### src/rtl/pixel_frame_streamer.sv
// Raster-order frame reader feeding the median filter pixel input; line blanking optional via PIXEL_STREAMER_BLANKING_EN.
// First valid READ_LATENCY+2 cycles after start is accepted; downstream has no backpressure, so reads run back-to-back.

package median_filter_pkg;
   typedef logic [7:0] pixel_t;
endpackage

interface pixel_valid_if;
   import median_filter_pkg::*;
   logic   valid;
   pixel_t pixel;
   modport master (output valid, output pixel);
   modport slave  (input valid, input pixel);
endinterface

module pixel_frame_streamer
   import median_filter_pkg::*;
#(
   parameter int IMAGE_LEN    = 1080,
   parameter int IMAGE_HEIGHT = 720,
   parameter int READ_LATENCY = 1,
`ifdef PIXEL_STREAMER_BLANKING_EN
   parameter int H_BLANK      = 16,
`endif
   localparam int N_PIX  = IMAGE_LEN * IMAGE_HEIGHT,
   localparam int ADDR_W = (N_PIX > 1) ? $clog2(N_PIX) : 1
)(
   input  logic              clk,
   input  logic              rst,
   input  logic              start_i,
   output logic              rd_en_o,
   output logic [ADDR_W-1:0] rd_addr_o,
   input  pixel_t            rd_data_i,
   output logic              busy_o,
   output logic              done_o,
   pixel_valid_if.master     pixel_valid_if_o
);

   localparam int COL_W = (IMAGE_LEN > 1) ? $clog2(IMAGE_LEN) : 1;
   localparam int ROW_W = (IMAGE_HEIGHT > 1) ? $clog2(IMAGE_HEIGHT) : 1;
   localparam logic [COL_W-1:0] COL_LAST = COL_W'(IMAGE_LEN - 1);
   localparam logic [ROW_W-1:0] ROW_LAST = ROW_W'(IMAGE_HEIGHT - 1);

   typedef enum logic [2:0] {
      IDLE,
      READ,
      DRAIN,
      DONE
`ifdef PIXEL_STREAMER_BLANKING_EN
      , HBLANK
`endif
   } state_t;

   state_t                  state;
   state_t                  state_nxt;
   logic [COL_W-1:0]        col;
   logic [ROW_W-1:0]        row;
   logic [ADDR_W-1:0]       addr;
   logic [READ_LATENCY-1:0] rd_pipe;
   logic [READ_LATENCY-1:0] rd_pipe_nxt;
   logic                    valid_q;
   pixel_t                  pixel_q;
   logic                    line_end;
   logic                    last_rd;

   assign line_end = (col == COL_LAST);
   assign last_rd  = line_end && (row == ROW_LAST);

`ifdef PIXEL_STREAMER_BLANKING_EN
   localparam int BLANK_W = (H_BLANK > 1) ? $clog2(H_BLANK) : 1;

   logic [BLANK_W-1:0] blank_cnt;
   logic               blank_end;

   assign blank_end = (blank_cnt == BLANK_W'(H_BLANK - 1));

   always_ff @(posedge clk) begin
      if (rst || state != HBLANK) begin
         blank_cnt <= '0;
      end else begin
         blank_cnt <= blank_cnt + BLANK_W'(1);
      end
   end
`endif

   always_ff @(posedge clk) begin
      if (rst) begin
         state <= IDLE;
      end else begin
         state <= state_nxt;
      end
   end

   always_comb begin
      state_nxt = state;
      rd_en_o   = 1'b0;
      done_o    = 1'b0;
      busy_o    = (state != IDLE);
      case (state)
         IDLE: begin
            if (start_i) state_nxt = READ;
         end
         READ: begin
            rd_en_o = 1'b1;
            if (last_rd) begin
               state_nxt = DRAIN;
            end
`ifdef PIXEL_STREAMER_BLANKING_EN
            else if (line_end && H_BLANK > 0) begin
               state_nxt = HBLANK;
            end
`endif
         end
`ifdef PIXEL_STREAMER_BLANKING_EN
         HBLANK: begin
            if (blank_end) state_nxt = READ;
         end
`endif
         // The output register still holds the final pixel here, so done lands one cycle after it.
         DRAIN: begin
            if (rd_pipe == '0) state_nxt = DONE;
         end
         DONE: begin
            done_o    = 1'b1;
            state_nxt = IDLE;
         end
         default: state_nxt = IDLE;
      endcase
   end

   // Address advances alongside col/row so no row*IMAGE_LEN product is ever formed.
   always_ff @(posedge clk) begin
      if (rst) begin
         col  <= '0;
         row  <= '0;
         addr <= '0;
      end else if (state == IDLE && start_i) begin
         col  <= '0;
         row  <= '0;
         addr <= '0;
      end else if (state == READ && !last_rd) begin
         addr <= addr + ADDR_W'(1);
         if (line_end) begin
            col <= '0;
            row <= row + ROW_W'(1);
         end else begin
            col <= col + COL_W'(1);
         end
      end
   end

   assign rd_addr_o = addr;

   always_comb begin
      rd_pipe_nxt    = rd_pipe << 1;
      rd_pipe_nxt[0] = rd_en_o;
   end

   always_ff @(posedge clk) begin
      if (rst) begin
         rd_pipe <= '0;
         valid_q <= 1'b0;
         pixel_q <= '0;
      end else begin
         rd_pipe <= rd_pipe_nxt;
         valid_q <= rd_pipe[READ_LATENCY-1];
         if (rd_pipe[READ_LATENCY-1]) pixel_q <= rd_data_i;
      end
   end

   assign pixel_valid_if_o.valid = valid_q;
   assign pixel_valid_if_o.pixel = pixel_q;

endmodule
### src/flat_wrapper.sv
// flat-port wrapper written by rule: the top's interface ports become plain ports
module pixel_frame_streamer_flat import median_filter_pkg::*;
#(
   parameter int IMAGE_LEN    = 1080,
   parameter int IMAGE_HEIGHT = 720,
   parameter int READ_LATENCY = 1,

   localparam int N_PIX  = IMAGE_LEN * IMAGE_HEIGHT,
   localparam int ADDR_W = (N_PIX > 1) ? $clog2(N_PIX) : 1
)
  (clk, rst, start_i, rd_en_o, rd_addr_o, rd_data_i, busy_o, done_o, pixel_valid_if_o_valid, pixel_valid_if_o_pixel);
  pixel_valid_if pixel_valid_if_o_i ();
  input  logic clk;
  input  logic rst;
  input  logic start_i;
  output logic rd_en_o;
  output logic [ADDR_W-1:0] rd_addr_o;
  input  pixel_t rd_data_i;
  output logic busy_o;
  output logic done_o;
  output wire logic [$bits(pixel_valid_if_o_i.valid)-1:0] pixel_valid_if_o_valid;
  output wire logic [$bits(pixel_valid_if_o_i.pixel)-1:0] pixel_valid_if_o_pixel;
  assign pixel_valid_if_o_valid = pixel_valid_if_o_i.valid;
  assign pixel_valid_if_o_pixel = pixel_valid_if_o_i.pixel;
  pixel_frame_streamer #(.IMAGE_LEN(IMAGE_LEN), .IMAGE_HEIGHT(IMAGE_HEIGHT), .READ_LATENCY(READ_LATENCY)) u_core (.clk(clk), .rst(rst), .start_i(start_i), .rd_en_o(rd_en_o), .rd_addr_o(rd_addr_o), .rd_data_i(rd_data_i), .busy_o(busy_o), .done_o(done_o), .pixel_valid_if_o(pixel_valid_if_o_i));
endmodule
### config.mk
export PLATFORM = sky130hd
export DESIGN_NAME = pixel_frame_streamer_flat
export DESIGN_NICKNAME = d
export VERILOG_FILES = /design/src/rtl/pixel_frame_streamer.sv /design/src/flat_wrapper.sv
export SDC_FILE = /design/constraint.sdc
export NUM_CORES = 1
export LEC_CHECK = 0
export CORE_MARGIN = 10
export CORE_UTILIZATION = 56
export DETAILED_ROUTE_END_ITERATION = 7
export HOLD_SLACK_MARGIN = 0.02
export PLACE_DENSITY = 0.82
export SLEW_MARGIN = 20
export SYNTH_ARGS = -nofsm -noshare
export SYNTH_HDL_FRONTEND = slang
export SYNTH_SLANG_ARGS = --single-unit
### constraint.sdc
create_clock -name clk -period 4.5 [get_ports clk]
set_input_delay 0.45 -clock clk [delete_from_list [all_inputs] [get_ports clk]]
set_output_delay 0.45 -clock clk [all_outputs]
set_load 0.05 [all_outputs]
==> impl_metrics.yaml <==
cts:
  cts_hold_buf: 0
  clock-sinks: 53
  root_buffer: "clkbuf_8"
  numCtsBuffers: 5
  clock_latency_ps: 310
  cts_tree: "built"
  clockBufferDepth: 2
  clkSlewWorstSetupHoldPaths_ps: 90
  cts_setup_buffers: 0
  htree_num_levels: 2
  cts_resized: 0
power_and_ir_drop:
  peakVddDrop_mv: 0.286
  power_per_cell_area_mw_per_mm2: 409
  p_leak_nw: 1.03
floorplan:
  dieArea_mm2: 0.00755
  io_pins: 43
  core_area_mm2: 0.00435
  initial_core_util_pct: 57.6
  fp-row-count: 24
  die_h_um: 86.9
  die_width_um: 86.9
yosys:
  ys_ff_latch: 53
  syn_avg_cell_area_um2: 8.89
  synth-async-reset-ratio_pct: 0
  synth_top_area_share_pct: 42.3
  syn_area_mm2: 0.00251
  ys.flop_type: "dfxtp_1"
  synth_top_area_cell: "dfxtp_1"
  yosys_warnings: 0
  synth_cell_types: 45
  netlist_instances: 282
  synth-seq-area-share_pct: 42.3
  synth_edf_count: 0
  syn_nets: 300
  synth_area_leaders: "dfxtp_1, nor2_1, xnor2_1, xor2_1, mux2i_1"
layout:
  multiInputGateArea_mm2: 0.00138
  final_cells: 375
  layout_commonest_cell: "dfxtp_1"
  area.sequential_mm2: 0.00106
  area_growth_pct: 22.5
  n_antenna_cell: 0
  final_cell_mix: "dfxtp_1, nor2_1, clkdlybuf4s50_1"
  fillers: 330
  final_util_pct: 70.5
  layout-drive-gt1-share_pct: 7.43
  nNetsFinal: 340
sta:
  max_freq_mhz: 363
  finalSetupViolCount: 0
  slew_headroom_pct: 35.8
  slew_viol_final: 0
  finClkSkew_ps: 5.58
  finalCritPeriodShare_pct: 61.2
  finalHoldViolCount: 0
  rsz0062_at_grt: "false"
  tns_ps: 0
  worst_pin_slew_ps: 963
  period_needed_ps: 2750
detailed_routing:
  wl_per_cell_um: 15.2
  route.vias.total: 2173
  detail_route.first_pass.iterations: 4
  antenna_left: 0
  drtIter0Drc: 161
  drcViolationCount: 0
  vias_per_cell: 5.79
  wl_mm: 5.70
global_routing:
  antenna_found_initial: 0
  first_global_vias: 2057
  grt_util_all_layers_pct: 15.5
  grt_overflow: 0
  grt_pass1_wl_mm: 9.65
  grt_max_degree: 32
critical_path:
  endpoint_kind: "output port"
  startpoint_type: "flip-flop"
  crit_chain: "inv_1 -> ha_1 -> clkdlybuf4s50_1"
  rrSetupSlack_ps: 2110
  required_ps: 4050
  slowest_delay_ps: 940
  crit_path_max_fanout: 18
  cp.arrival_ps: 2300
  critPathKind: "reg2out"
  critPathSlowestCell: "clkdlybuf4s50_1"
placed_design:
  dp_hpwl_mm: 4.09
  port_buffers: 42
  dp.cells: 367
  routabilityCongestion: 0.814
worst_hold_path:
  hp-class: "reg2reg"
outcome:
  outcome: "finished, final reports clean"
job:
  max-cap-violations: 0
flip-flops by register name, indices dropped and copies added, names as in the netlist:
signal,count
u_core.col,11
u_core.row,10
u_core.pixel_valid_if_o.pixel,8
u_core.pixel_valid_if_o.valid,1
u_core.rd_pipe,1
u_core.state,2
u_core.rd_addr_o,20
cell type report:
class	count	area share [%]
flip-flops and latches	53	34.5
well taps	52	2.12
clock buffers	5	2.24
multi-input cells	214	45.1
repair buffers	43	13.9
inverters	5	0.611
clock inverters	3	1.51
path summary, 6_finish.rpt:
path                                            from                   end  cells after the start
worst min-delay path            u_core.rd_addr_o[19]  u_core.rd_addr_o[19]                      2
worst min register to register  u_core.rd_addr_o[19]  u_core.rd_addr_o[19]                      2
worst max register to register       u_core.state[1]  u_core.rd_addr_o[15]                      7
worst max-delay path                 u_core.state[1]               rd_en_o                      3
per-stage QoR:
stage | setup WS (ps) | power, mW | hold WS (ps) | area (um^2)
after floorplan | 2140 | 0.850 | 471 | 2510
after global placement | 2010 | 0.937 | 472 | 2960
after detailed placement | 2010 | 0.945 | 487 | 2960
after CTS | 1740 | 1.27 | 501 | 3070
after global routing | 1660 | 1.33 | 533 | 3070
final | 1750 | 1.26 | 491 | 3070
cell families after synthesis:
group / share of synthesized area (%)
adders and majority gates: 3.49
and+or+nand+nor: 26.5
AOI/OAI and AO/OA: 11.5
xor gates and xnor gates: 9.43
muxes: 3.99
DFF: 42.3
buffers and inverters: 2.74
power by group:
part	switching (mW)	internal, mW
clock	0.159	0.167
sequential	0.0349	0.498
combinational	0.269	0.129
metal layers:
layer,track usage [%],vias to the layer above,routed length [um]
met3,7.49,11,586
li1,-,1080,-
met4,5.45,0,94
met1,17.9,1003,2420
met5,0,-,0
met2,24.3,79,2610
synth_stat cells, drive strengths merged (5+ instances only):
cell / instances
nor2: 50
a21oi: 12
xnor2: 14
nand3: 20
xor2: 13
o21ai: 8
mux2i: 10
dfxtp: 53
ha: 7
clkbuf: 8
inv: 5
nand2: 26
nand4: 9
a2111oi: 7
worst max-delay path, delay by kind of cell, from the launching register on:
family	cells	cell delay, ps
flip-flops	1	350
adder cells (fa/ha/maj)	1	620
buffers and inverters	2	1030
Note: power is estimated with default switching activity, not from simulation.
